File: src/rtl/stopwatch_core_if.sv
// Key-strobe / display bundle between the key conditioner, the stopwatch core
// and the per-digit 7-segment decoders.
interface stopwatch_core_if #(
    parameter int unsigned DIGITS = 4
);
    logic                  start_stop;
    logic                  clear;
    logic                  load;
    logic [DIGITS*4-1:0]   load_bcd;
    logic                  dir;
    logic                  lap;
    logic [DIGITS*4-1:0]   count_bcd;
    logic [DIGITS*4-1:0]   disp_bcd;
    logic                  running;
    logic                  frozen;
    logic                  wrap;
    logic                  expired;

    // Key side drives strobes and preload, observes count and flags.
    modport master (
        output start_stop, clear, load, load_bcd, dir, lap,
        input  count_bcd, disp_bcd, running, frozen, wrap, expired
    );

    // Core side.
    modport slave (
        input  start_stop, clear, load, load_bcd, dir, lap,
        output count_bcd, disp_bcd, running, frozen, wrap, expired
    );
endinterface

File: src/rtl/stopwatch_core.sv
// Mixed-radix BCD stopwatch / countdown core with internal tick prescaler,
// preload with per-digit saturation, lap freeze and wrap/expiry pulses.
module stopwatch_core #(
    parameter int unsigned         CLK_HZ  = 50_000_000,
    parameter int unsigned         TICK_HZ = 1,
    parameter int unsigned         DIGITS  = 4,
    parameter logic [DIGITS*4-1:0] RADIX   = {4'd6, 4'd10, 4'd6, 4'd10}
) (
    input  logic            clk,
    input  logic            rst_n,
    stopwatch_core_if.slave sw
);
    localparam int unsigned DIV = CLK_HZ / TICK_HZ;
    localparam int unsigned PW  = (DIV > 1) ? $clog2(DIV) : 1;
    localparam int unsigned CW  = DIGITS * 4;
    localparam logic [PW-1:0] DIV_M1 = PW'(DIV - 1);

    logic [PW-1:0] presc_q;
    logic [CW-1:0] count_q;
    logic [CW-1:0] disp_q;
    logic          running_q;
    logic          frozen_q;
    logic          wrap_q;
    logic          expired_q;

    logic [CW-1:0] up_cnt;
    logic [CW-1:0] down_cnt;
    logic [CW-1:0] sat_cnt;
    logic          carry;
    logic          borrow;
    logic [3:0]    dig;
    logic [3:0]    mx;
    logic [3:0]    ld_dig;
    logic          tick_c;
    logic          count_zero_c;
    logic          down_zero_c;

    assign tick_c       = running_q && (presc_q == DIV_M1);
    assign count_zero_c = (count_q == '0);
    assign down_zero_c  = (down_cnt == '0);

    // Next-count candidates: ripple carry/borrow across all digits and saturated preload.
    always_comb begin
        up_cnt   = '0;
        down_cnt = '0;
        sat_cnt  = '0;
        carry    = 1'b1;
        borrow   = 1'b1;
        dig      = '0;
        mx       = '0;
        ld_dig   = '0;
        for (int i = 0; i < int'(DIGITS); i++) begin
            dig    = count_q[4*i +: 4];
            mx     = RADIX[4*i +: 4] - 4'd1;
            ld_dig = sw.load_bcd[4*i +: 4];

            if (!carry) begin
                up_cnt[4*i +: 4] = dig;
            end else if (dig >= mx) begin
                up_cnt[4*i +: 4] = 4'd0;
            end else begin
                up_cnt[4*i +: 4] = dig + 4'd1;
                carry            = 1'b0;
            end

            if (!borrow) begin
                down_cnt[4*i +: 4] = dig;
            end else if (dig == 4'd0) begin
                down_cnt[4*i +: 4] = mx;
            end else begin
                down_cnt[4*i +: 4] = dig - 4'd1;
                borrow             = 1'b0;
            end

            sat_cnt[4*i +: 4] = (ld_dig > mx) ? mx : ld_dig;
        end
    end

    // Prescaler: advances only while running, phase kept across stop/resume.
    always_ff @(posedge clk or negedge rst_n) begin
        if (!rst_n) begin
            presc_q <= '0;
        end else if (sw.clear || sw.load) begin
            presc_q <= '0;
        end else if (running_q) begin
            presc_q <= (presc_q == DIV_M1) ? '0 : presc_q + PW'(1);
        end
    end

    // Count, run state and one-cycle flags; clear > load > start_stop > tick.
    always_ff @(posedge clk or negedge rst_n) begin
        if (!rst_n) begin
            count_q   <= '0;
            running_q <= 1'b0;
            wrap_q    <= 1'b0;
            expired_q <= 1'b0;
        end else begin
            wrap_q    <= 1'b0;
            expired_q <= 1'b0;
            if (sw.clear) begin
                count_q   <= '0;
                running_q <= 1'b0;
            end else if (sw.load) begin
                count_q   <= sat_cnt;
                running_q <= 1'b0;
            end else if (sw.start_stop) begin
                // A countdown from zero has nothing to do, so it never starts.
                if (!(!running_q && sw.dir && count_zero_c)) begin
                    running_q <= !running_q;
                end
            end else if (tick_c) begin
                if (!sw.dir) begin
                    count_q <= up_cnt;
                    wrap_q  <= carry;
                end else begin
                    count_q <= down_cnt;
                    if (down_zero_c) begin
                        expired_q <= 1'b1;
                        running_q <= 1'b0;
                    end
                end
            end
        end
    end

    // Lap freeze; the display copies the pre-edge count unless it is holding a lap.
    always_ff @(posedge clk or negedge rst_n) begin
        if (!rst_n) begin
            frozen_q <= 1'b0;
            disp_q   <= '0;
        end else begin
            if (sw.clear) begin
                frozen_q <= 1'b0;
            end else if (sw.lap) begin
                frozen_q <= !frozen_q;
            end
            if (!(frozen_q && !sw.lap && !sw.clear)) begin
                disp_q <= count_q;
            end
        end
    end

    assign sw.count_bcd = count_q;
    assign sw.disp_bcd  = disp_q;
    assign sw.running   = running_q;
    assign sw.frozen    = frozen_q;
    assign sw.wrap      = wrap_q;
    assign sw.expired   = expired_q;

endmodule

File: src/flat_wrapper.sv
// flat-port wrapper written by rule: the top's interface ports become plain ports
module stopwatch_core_flat 
#(
    parameter int unsigned         CLK_HZ  = 50_000_000,
    parameter int unsigned         TICK_HZ = 1,
    parameter int unsigned         DIGITS  = 4,
    parameter logic [DIGITS*4-1:0] RADIX   = {4'd6, 4'd10, 4'd6, 4'd10}
)
  (clk, rst_n, sw_start_stop, sw_clear, sw_load, sw_load_bcd, sw_dir, sw_lap, sw_count_bcd, sw_disp_bcd, sw_running, sw_frozen, sw_wrap, sw_expired);
  stopwatch_core_if #(.DIGITS(DIGITS)) sw_i ();
  input  logic clk;
  input  logic rst_n;
  input wire logic [$bits(sw_i.start_stop)-1:0] sw_start_stop;
  input wire logic [$bits(sw_i.clear)-1:0] sw_clear;
  input wire logic [$bits(sw_i.load)-1:0] sw_load;
  input wire logic [$bits(sw_i.load_bcd)-1:0] sw_load_bcd;
  input wire logic [$bits(sw_i.dir)-1:0] sw_dir;
  input wire logic [$bits(sw_i.lap)-1:0] sw_lap;
  output wire logic [$bits(sw_i.count_bcd)-1:0] sw_count_bcd;
  output wire logic [$bits(sw_i.disp_bcd)-1:0] sw_disp_bcd;
  output wire logic [$bits(sw_i.running)-1:0] sw_running;
  output wire logic [$bits(sw_i.frozen)-1:0] sw_frozen;
  output wire logic [$bits(sw_i.wrap)-1:0] sw_wrap;
  output wire logic [$bits(sw_i.expired)-1:0] sw_expired;
  assign sw_i.start_stop = sw_start_stop;
  assign sw_i.clear = sw_clear;
  assign sw_i.load = sw_load;
  assign sw_i.load_bcd = sw_load_bcd;
  assign sw_i.dir = sw_dir;
  assign sw_i.lap = sw_lap;
  assign sw_count_bcd = sw_i.count_bcd;
  assign sw_disp_bcd = sw_i.disp_bcd;
  assign sw_running = sw_i.running;
  assign sw_frozen = sw_i.frozen;
  assign sw_wrap = sw_i.wrap;
  assign sw_expired = sw_i.expired;
  stopwatch_core #(.CLK_HZ(CLK_HZ), .TICK_HZ(TICK_HZ), .DIGITS(DIGITS), .RADIX(RADIX)) u_core (.clk(clk), .rst_n(rst_n), .sw(sw_i));
endmodule
File: config.mk
export PLATFORM = sky130hd
export DESIGN_NAME = stopwatch_core_flat
export DESIGN_NICKNAME = d
export VERILOG_FILES = /design/src/rtl/stopwatch_core_if.sv /design/src/rtl/stopwatch_core.sv /design/src/flat_wrapper.sv
export SDC_FILE = /design/constraint.sdc
export NUM_CORES = 1
export LEC_CHECK = 0
export ABC_CLOCK_PERIOD_IN_PS = 3600
export CORE_MARGIN = 4
export CORE_UTILIZATION = 40
export DETAILED_ROUTE_END_ITERATION = 7
export PLACE_DENSITY_LB_ADDON = 0.2
export SYNTH_ARGS = -nofsm -noshare
export SYNTH_HDL_FRONTEND = slang
export SYNTH_SLANG_ARGS = --single-unit
File: constraint.sdc
create_clock -name clk -period 3.6 [get_ports clk]
set_clock_uncertainty 0.1 [all_clocks]
set_input_delay 0.54 -clock clk [delete_from_list [all_inputs] [get_ports clk]]
set_output_delay 0.54 -clock clk [all_outputs]
set_load 0.01 [all_outputs]
# Yosys cells after proc, flatten, opt, wreduce, memory -nomap -nowiden
# Index checks and enable logic that the tools add are counted.
# word_totals
regBits	62
latch_bits	0
ramBits	0
mem_bits_ro	0
in_bits	23
output_inout_bits	36
mem_count	0
# op_classes
n_addsub	9
n_mul	0
div	0
n_lt_le_gt_ge	8
n_eq_ne	3
n_shift	0
mux	58
bitwise	0
n_reduce_logical	30
# op_table
operator	count
16-bit 2-to-1 mux	5
26-bit 2-to-1 mux	3
4-bit 2-to-1 mux	18
16-bit zero test	2
1-bit 2-to-1 mux	32
26-bit by 1-bit adder with 26-bit output, second input constant	1
26-bit == test, second input constant	1
4-bit nonzero test	6
4-bit by 1-bit adder with 4-bit output, second input constant	4
4-bit zero test	4
4-bit by 1-bit subtractor with 4-bit output, second input constant	4
3-bit AND reduction	3
4-bit by 3-bit >= comparator with 1-bit output, second input constant	2
4-bit >= comparator, second input constant	2
4-bit by 3-bit > comparator with 1-bit output, second input constant	2
4-bit > comparator, second input constant	2
1-bit logical AND	5
1-bit zero test	4
4-bit inequality test, second input constant	1
4-bit AND reduction	1
2-bit nonzero test	2
3-bit by 1-bit inequality test with 1-bit output, second input constant	1
3-bit nonzero test	1
2-bit AND reduction	1
1-bit logical OR	1

# Depth between registers and ports, before layout
# Gate-level depths: netlist of run 1.
# logic_depth
word_depth	12
mapped_depth	9
mapped_depth_nobuf	8

# Least setup slack after synthesis of run 1
# Ideal clock, no wire load.
# synth_timing
kind	register -> register
start	register u_core.count_q[0], in the netlist u_core.sw.count_bcd[0]
end	register u_core.running_q, in the netlist u_core.sw.running
setup_time_ps	155
t_arrival_ps	2302
required_time_ps	3345
path_slack_ps	1043
stages_incl_launch_ff	10
n_path_buf	1
synth_period_minus_slack_ps	2557
path_cell_list	dfrtp_1 inv_1 ha_1 or3b_1 clkbuf_1 nor4_1 mux2i_1 nand2b_1 a2111oi_1 a41oi_1
# synth_between
elab_chain_cells	8
word_cells_on_any_way	15
# synth_lines
element	line	rtl
from (decl)	stopwatch_core.sv:19	logic [CW-1:0] count_q;
from (signal assigned)	stopwatch_core.sv:104	count_q <= sat_cnt;
from (signal assigned)	stopwatch_core.sv:113	count_q <= up_cnt;
from (signal assigned)	stopwatch_core.sv:116	count_q <= down_cnt;
4-bit zero test	stopwatch_core.sv:68	end else if (dig == 4'd0) begin
1-bit 2-to-1 mux	stopwatch_core.sv:68	
1-bit 2-to-1 mux (2 in series)	stopwatch_core.sv:66	if (!borrow) begin
4-bit 2-to-1 mux	stopwatch_core.sv:66	
16-bit zero test	stopwatch_core.sv:40	assign down_zero_c = (down_cnt == '0);
4-bit nonzero test (no source line)	--	
4-bit AND reduction (no source line) *	--	
to (signal assigned)	stopwatch_core.sv:109	running_q <= !running_q;
to (decl)	stopwatch_core.sv:21	logic running_q;
# Mark *: on every way between the ends. The rest lies on a longest branch, timed or not.
# A chain may end at the register's enable or synchronous reset.

# Worst setup path after layout of run 1
# Ends and elaborated chain as after synthesis.

==> impl_metrics.csv, run 1 <==
group,metric,value,unit
run_status,status,"finished, final reports clean",
flow_run,drv_cap,0,
power,p_int,0.00134,W
worst_setup_path,worstPathCellList,"inv_1, ha_1, or3b_1, nor4_1, mux2i_1, nand2b_1, a2111oi_1, a41oi_1",
floorplanning,die_y,110,um
timing,hold_viol,0,
worst_setup_path,endpoint_kind,"flip-flop",
floorplanning,start_util,41.7,%
detailed_routing,wl,11500,um
clocking,cts_max_path_buffers,2,
global_route,grt-ovfl-total,0,
timing,setup_viol,0,
worst_setup_path,path_class,"reg2reg",
clocking,post_cts_buffers,0,
power,p_switching,0.000533,W
synthesis,synth_top_area_share,37.5,%
clocking,h-tree-depth,3,
synthesis,yosysWarnings,0,
synthesis,async_flop_share,100,%
detailed_routing,wl_per_cell,17.1,um
timing,slew_violations,0,
synthesis,synthCells,477,
power,leakagePower,2.10,nW
synthesis,avgSynthCellArea,8.67,sq um
timing,fin_tns_setup,0,ps
worst_setup_path,rr_worst_depth,8,
detailed_routing,vias,3914,
detailed_routing,wl_met2,5160,um
power,swShare,28.4,%
timing,rsz0062_at_grt,"false",
clocking,clock_latency,340,ps
synthesis,syn-cell-area,0.00414,sq mm
synthesis,ys_ff_latch,62,
power,pwr-share-comb,19.8,%
synthesis,synth_area_leaders,"dfrtp_1 (38%), nand2_1 (5.0%), ha_1 (4.5%)",
synthesis,ys_seq_area_share,37.5,%
detailed_routing,drt_iter0_markers,271,
place,place_ws,709,ps
layout,final_nets,571,
global_route,grt_pass1_wl,19100,um
timing,layout_setup_ws,743,ps
worst_setup_path,cp_max_fo,9,
global_route,antenna_found_initial,0,
synthesis,synth.distinct_cells,72,
layout,final_cell_mix,"dfrtp_1 (62), clkdlybuf4s50_1 (57), nand2_1 (55), nor2_1 (46), o21ai_0 (29)",
floorplanning,core_area,0.00991,sq mm
timing,period_needed,2860,ps
synthesis,synth_edf_count,0,
worst_setup_path,start_kind,"flip-flop",
layout,diodes,0,
power,seqPwrFrac,41.1,%
place,io_buffers,58,
min_path,hold_class,"in2async",
timing,fmax,350,MHz
worst_setup_path,crit_start,"u_core.sw.count_bcd[0]",
global_route,first_global_vias,3774,
synthesis,yosys.area.top_type,"dfrtp_1",
layout,drive_gt1_share,11.2,%
worst_setup_path,required,3690,ps
detailed_routing,wl_met1,5560,um
place,place_area,0.00487,sq mm
timing,period_share,79.4,%
worst_setup_path,critPathSlowestCell,"dfrtp_1",
clocking,clock_sinks,62,
worst_setup_path,cp.arrival,2940,ps
floorplanning,num_io_pins,59,
clocking,cts_root_buf,"clkbuf_8",
layout,design_area,0.00510,sq mm
floorplanning,num_rows,36,
floorplanning,die-area,0.0120,sq mm
worst_setup_path,endpoint,"u_core.sw.running",
detailed_routing,firstDrtPassIters,4,
place,gp_congestion,0.894,
power,clkPwrFrac,39.1,%
clocking,cts_buffers,9,
worst_setup_path,critical_path.max_stage_delay,490,ps
floorplanning,die_x,110,um
place,place_hpwl,8350,um
timing,slew_headroom,38.0,%
detailed_routing,ant_nets,0,
worst_setup_path,r2r_slack,740,ps
clocking,clk_pin_slew,80,ps
worst_setup_path,reg2reg_to,"u_core.sw.running",
clocking,cts-resized-gates,0,
layout,final_common_cell,"dfrtp_1",
worst_setup_path,rr_startpoint,"u_core.sw.count_bcd[0]",
layout,n_fill_cell,957,
synthesis,ys.flop_type,"dfrtp_1",
clocking,holdBufCountCts,0,
detailed_routing,wl_met3,556,um
detailed_routing,drcViolationCount,0,
global_route,grt_use_total,20.1,%
layout,syn_to_final_growth,23.3,%
detailed_routing,top_layer,"met4",
detailed_routing,routed_via_density,5.83,
synthesis,synth_nets,515,
global_route,grt_max_degree,47,
power,cellPowerDensity,368,mW/mm^2
clocking,cts_tree,"done",
power,ir_drop,204,uV
timing,tightestPinTransition,924,ps
==> flip-flops by register name, indices dropped and copies added, names as in the netlist <==
name	cells
u_core.presc_q	26
u_core.sw.count_bcd	16
u_core.sw.disp_bcd	16
u_core.sw.expired	1
u_core.sw.frozen	1
u_core.sw.running	1
u_core.sw.wrap	1
==> cell families (layout without fill, tap and decap cells) <==
logic type | after synthesis | count (layout) | synth area share (%)
simple gates | 205 | 205 | 27.4
compound gates | 126 | 126 | 19.9
flops | 62 | 62 | 37.5
buf+inv | 39 | 100 | 3.69
xor+xnor | 18 | 18 | 3.81
fa+ha+maj | 15 | 15 | 4.54
mux | 12 | 12 | 3.15
==> how the worst min path moves through the flow <==
stage / end / cells past startpoint
2_1_floorplan: u_core.presc_q[0] / 0
3_3_place_gp: u_core.sw.disp_bcd[2] / 2
3_5_place_dp: u_core.sw.disp_bcd[15] / 2
4_1_cts: u_core.sw.count_bcd[6] / 1
5_1_grt: u_core.sw.count_bcd[6] / 1
6_report: u_core.sw.count_bcd[6] / 1
==> routing by layer <==
metal,track usage (%),vias up
li1,-,1872
met1,28.7,1897
met2,31.0,126
met3,3.11,19
met4,7.12,0
met5,0,-
==> power groups by stage <==
stage | clock (W) | combinational (W) | sequential [W]
CTS | 0.000752 | 0.000374 | 0.000771
finish | 0.000734 | 0.000372 | 0.000771
detailed placement | 0 | 0.000371 | 0.000785
floorplan | 0 | 0.000213 | 0.000779
global route | 0.000783 | 0.000412 | 0.000778
global placement | 0 | 0.000369 | 0.000784
==> Yosys cell counts (all sizes together) (9+ instances only) <==
cell type  count
nand4         15
nor2          46
nand2         55
nor3          11
inv           17
a31oi         15
clkbuf        19
a21oi         28
and3          12
o21ai         33
xor2          10
nand3         22
dfrtp         62
o31ai          9
ha            15
==> layout make-up <==
class | instances | area [sq um] | area share [%]
Sequential cell | 62 | 1550 | 30.4
Multi-Input combinational cell | 376 | 2440 | 47.9
Timing Repair Buffer | 67 | 643 | 12.6
Inverter | 17 | 63.8 | 1.25
Clock inverter | 3 | 65.1 | 1.28
Tap cell | 133 | 166 | 3.26
Clock buffer | 13 | 169 | 3.31
==> worst max-delay path, delay by kind of cell, from the launching register on <==
kind	cells	cell delay, ps
fa+ha+maj	1	280
buf+inv	1	170
mux	1	270
compound gates	2	520
simple gates	3	860
flops	1	490
==> stage by stage <==
step / power (W) / utilization, % / instances / hold slack (ps)
3_5_place_dp: 0.00116 / 49.1 / 655 / 375
5_1_grt: 0.00197 / 51.5 / 671 / 37.1
6_report: 0.00188 / 51.5 / 671 / 19.2
2_1_floorplan: 0.000991 / - / 477 / 144
3_3_place_gp: 0.00115 / 49.1 / 655 / 361
4_1_cts: 0.00190 / 51.5 / 671 / 19.0
Note: power is estimated with default switching activity, not from simulation.
==> run 2: changes to the inputs <==
--- a/config.mk
+++ b/config.mk
@@ -5,7 +5,7 @@
 export SDC_FILE = /design/constraint.sdc
 export NUM_CORES = 1
 export LEC_CHECK = 0
-export ABC_CLOCK_PERIOD_IN_PS = 3600
+export ABC_CLOCK_PERIOD_IN_PS = 2560
 export CORE_MARGIN = 4
 export CORE_UTILIZATION = 40
 export DETAILED_ROUTE_END_ITERATION = 7
==> constraint.sdc (replaced) <==
create_clock -name clk -period 2.56 [get_ports clk]
set_clock_uncertainty 0.1 [all_clocks]
set_input_delay 0.384 -clock clk [delete_from_list [all_inputs] [get_ports clk]]
set_output_delay 0.384 -clock clk [all_outputs]
set_load 0.01 [all_outputs]
==> run 2 against run 1 <==
  * Final cell count rose by 5.4%
  * Sequential share of layout area down 1.5 points
  * Worst setup slack lost 580 ps
  * Critical endpoint is now u_core.sw.count_bcd[4]
  * Critical path depth down 2
  * Highest routed layer unchanged
  * Die area did not move
  * Count of clock-buffer cells in the layout unchanged
  * Design area increased by 5.2%
  * Power is 37% higher
  * Utilization is 2.7 points higher
  * Non-clock buffer count increased by 38
==> impl_metrics.csv, run 2 (synthesized netlist as in run 1, its figures left out) <==
group,metric,value,unit
clocking,clock_latency,350,ps
worst_setup_path,critical_path.max_stage_delay,510,ps
layout,final_nets,609,
global_route,grt_max_degree,27,
timing,rsz0062_at_grt,"false",
detailed_routing,vias,4062,
floorplanning,num_io_pins,59,
clocking,cts_max_path_buffers,2,
worst_setup_path,required,2710,ps
clocking,clock_sinks,62,
clocking,clk_pin_slew,70,ps
timing,period_share,93.6,%
timing,tightestPinTransition,598,ps
worst_setup_path,critPathSlowestCell,"or4_4",
worst_setup_path,path_class,"reg2reg",
worst_setup_path,cp_max_fo,8,
floorplanning,num_rows,36,
timing,period_needed,2400,ps
timing,fin_tns_setup,0,ps
run_status,status,"finished, final reports clean",
worst_setup_path,worstPathCellList,"ha_1, nand2_1, or4_4, nor4_4, a21oi_2, o41ai_2",
clocking,h-tree-depth,3,
detailed_routing,routed_via_density,5.75,
detailed_routing,wl_per_cell,17.2,um
flow_run,drv_cap,0,
global_route,grt_use_total,21.4,%
layout,syn_to_final_growth,29.7,%
min_path,hold_class,"reg2reg",
detailed_routing,drt_iter0_markers,300,
detailed_routing,firstDrtPassIters,5,
place,io_buffers,58,
floorplanning,die_x,110,um
worst_setup_path,endpoint_kind,"flip-flop",
power,cellPowerDensity,478,mW/mm^2
timing,fmax,417,MHz
clocking,post_cts_buffers,0,
floorplanning,start_util,41.7,%
power,ir_drop,263,uV
layout,largest_reg_flops,26,
layout,largest-register,"u_core.presc_q",
global_route,grt_pass1_wl,19900,um
timing,setup_viol,0,
global_route,grt-ovfl-total,0,
detailed_routing,wl,12200,um
worst_setup_path,cp.arrival,2540,ps
clocking,cts_buffers,9,
timing,hold_viol,0,
clocking,cts_root_buf,"clkbuf_8",
floorplanning,core_area,0.00991,sq mm
detailed_routing,drcViolationCount,0,
place,place_hpwl,9170,um
layout,n_fill_cell,911,
clocking,cts_tree,"done",
timing,slew_violations,0,
detailed_routing,ant_nets,0,
floorplanning,die-area,0.0120,sq mm
layout,final_cell_mix,"dfrtp_1 (62), clkdlybuf4s50_1 (57), nand2_1 (55), nor2_1 (46), buf_4 (46)",
worst_setup_path,start_kind,"flip-flop",
timing,slew_headroom,59.1,%
layout,drive_gt1_share,16.9,%
floorplanning,die_y,110,um
timing,hold_slack,377,ps
global_route,first_global_vias,3841,
power,leakagePower,2.26,nW
layout,diodes,0,
global_route,antenna_found_initial,0,
layout,final_common_cell,"dfrtp_1",
place,gp_congestion,0.916,
[run 2: final cells by class]
type,count,area (sq um),area share [%]
multi-input combinational,376,2460,45.9
inverter,17,63.8,1.19
tap,133,166,3.10
clock buffer,13,159,2.96
timing repair buffer,105,931,17.4
sequential,62,1550,28.9
clock inverter,1,30.0,0.560
[run 2: path summary, 6_finish.rpt]
check                      cells after the start                     end                  start  slack [ps]
hold / removal                                 2   u_core.sw.disp_bcd[0]  u_core.sw.disp_bcd[0]         380
setup / recovery                               6  u_core.sw.count_bcd[4]      u_core.presc_q[0]         160
min in group asynchronous                      2   u_core.sw.disp_bcd[1]                  rst_n         470
hold reg to reg                                2   u_core.sw.disp_bcd[0]  u_core.sw.disp_bcd[0]         380
setup reg to reg                               6  u_core.sw.count_bcd[4]      u_core.presc_q[0]         160
max in group asynchronous                      3      u_core.presc_q[18]                  rst_n        1150
[run 2: power breakdown]
| part | leakage (nW) | total (W) | internal [W] | switching [W] |
|---|---|---|---|---|
| clock network | 0.0956 | 0.000877 | 0.000493 | 0.000384 |
| logic | 1.33 | 0.000641 | 0.000297 | 0.000344 |
| registers | 0.841 | 0.00105 | 0.00102 | 0.0000269 |
[run 2: through the flow]
stage	instance area (sq um)	util, %	worst slack (ps)	instances	power [W]
after floorplan	4140	-	3.47	477	0.00139
after detailed placement	5140	51.9	97.1	692	0.00169
final	5370	54.1	164	707	0.00257
after global routing	5370	54.1	15.9	707	0.00269
after CTS	5340	53.9	41.3	707	0.00258
after global placement	5140	51.9	184	692	0.00168
[run 2: worst max-delay path, delay by kind of cell (launching register included)]
family	cells	cell delay (ps)
compound gates	2	530
simple gates	3	1000
fa+ha+maj	1	260
flops	1	390
[run 2: layer usage]
layer / GRT usage, % / routed length [um] / part of all wire (%) / up-vias
met5: 0 / 0 / 0 / -
met4: 7.39 / 250 / 2.1 / 0
met3: 4.05 / 775 / 6.4 / 27
met2: 32.3 / 5540 / 45 / 140
met1: 30.6 / 5620 / 46 / 1948
li1: - / - / - / 1947
[run 2: timing repair]
action	4_1_cts	5_1_grt
hold endpoints to repair	22	0
hold buffers	1	0
gates resized for setup	0	6
endpoints found under the setup margin	0	5
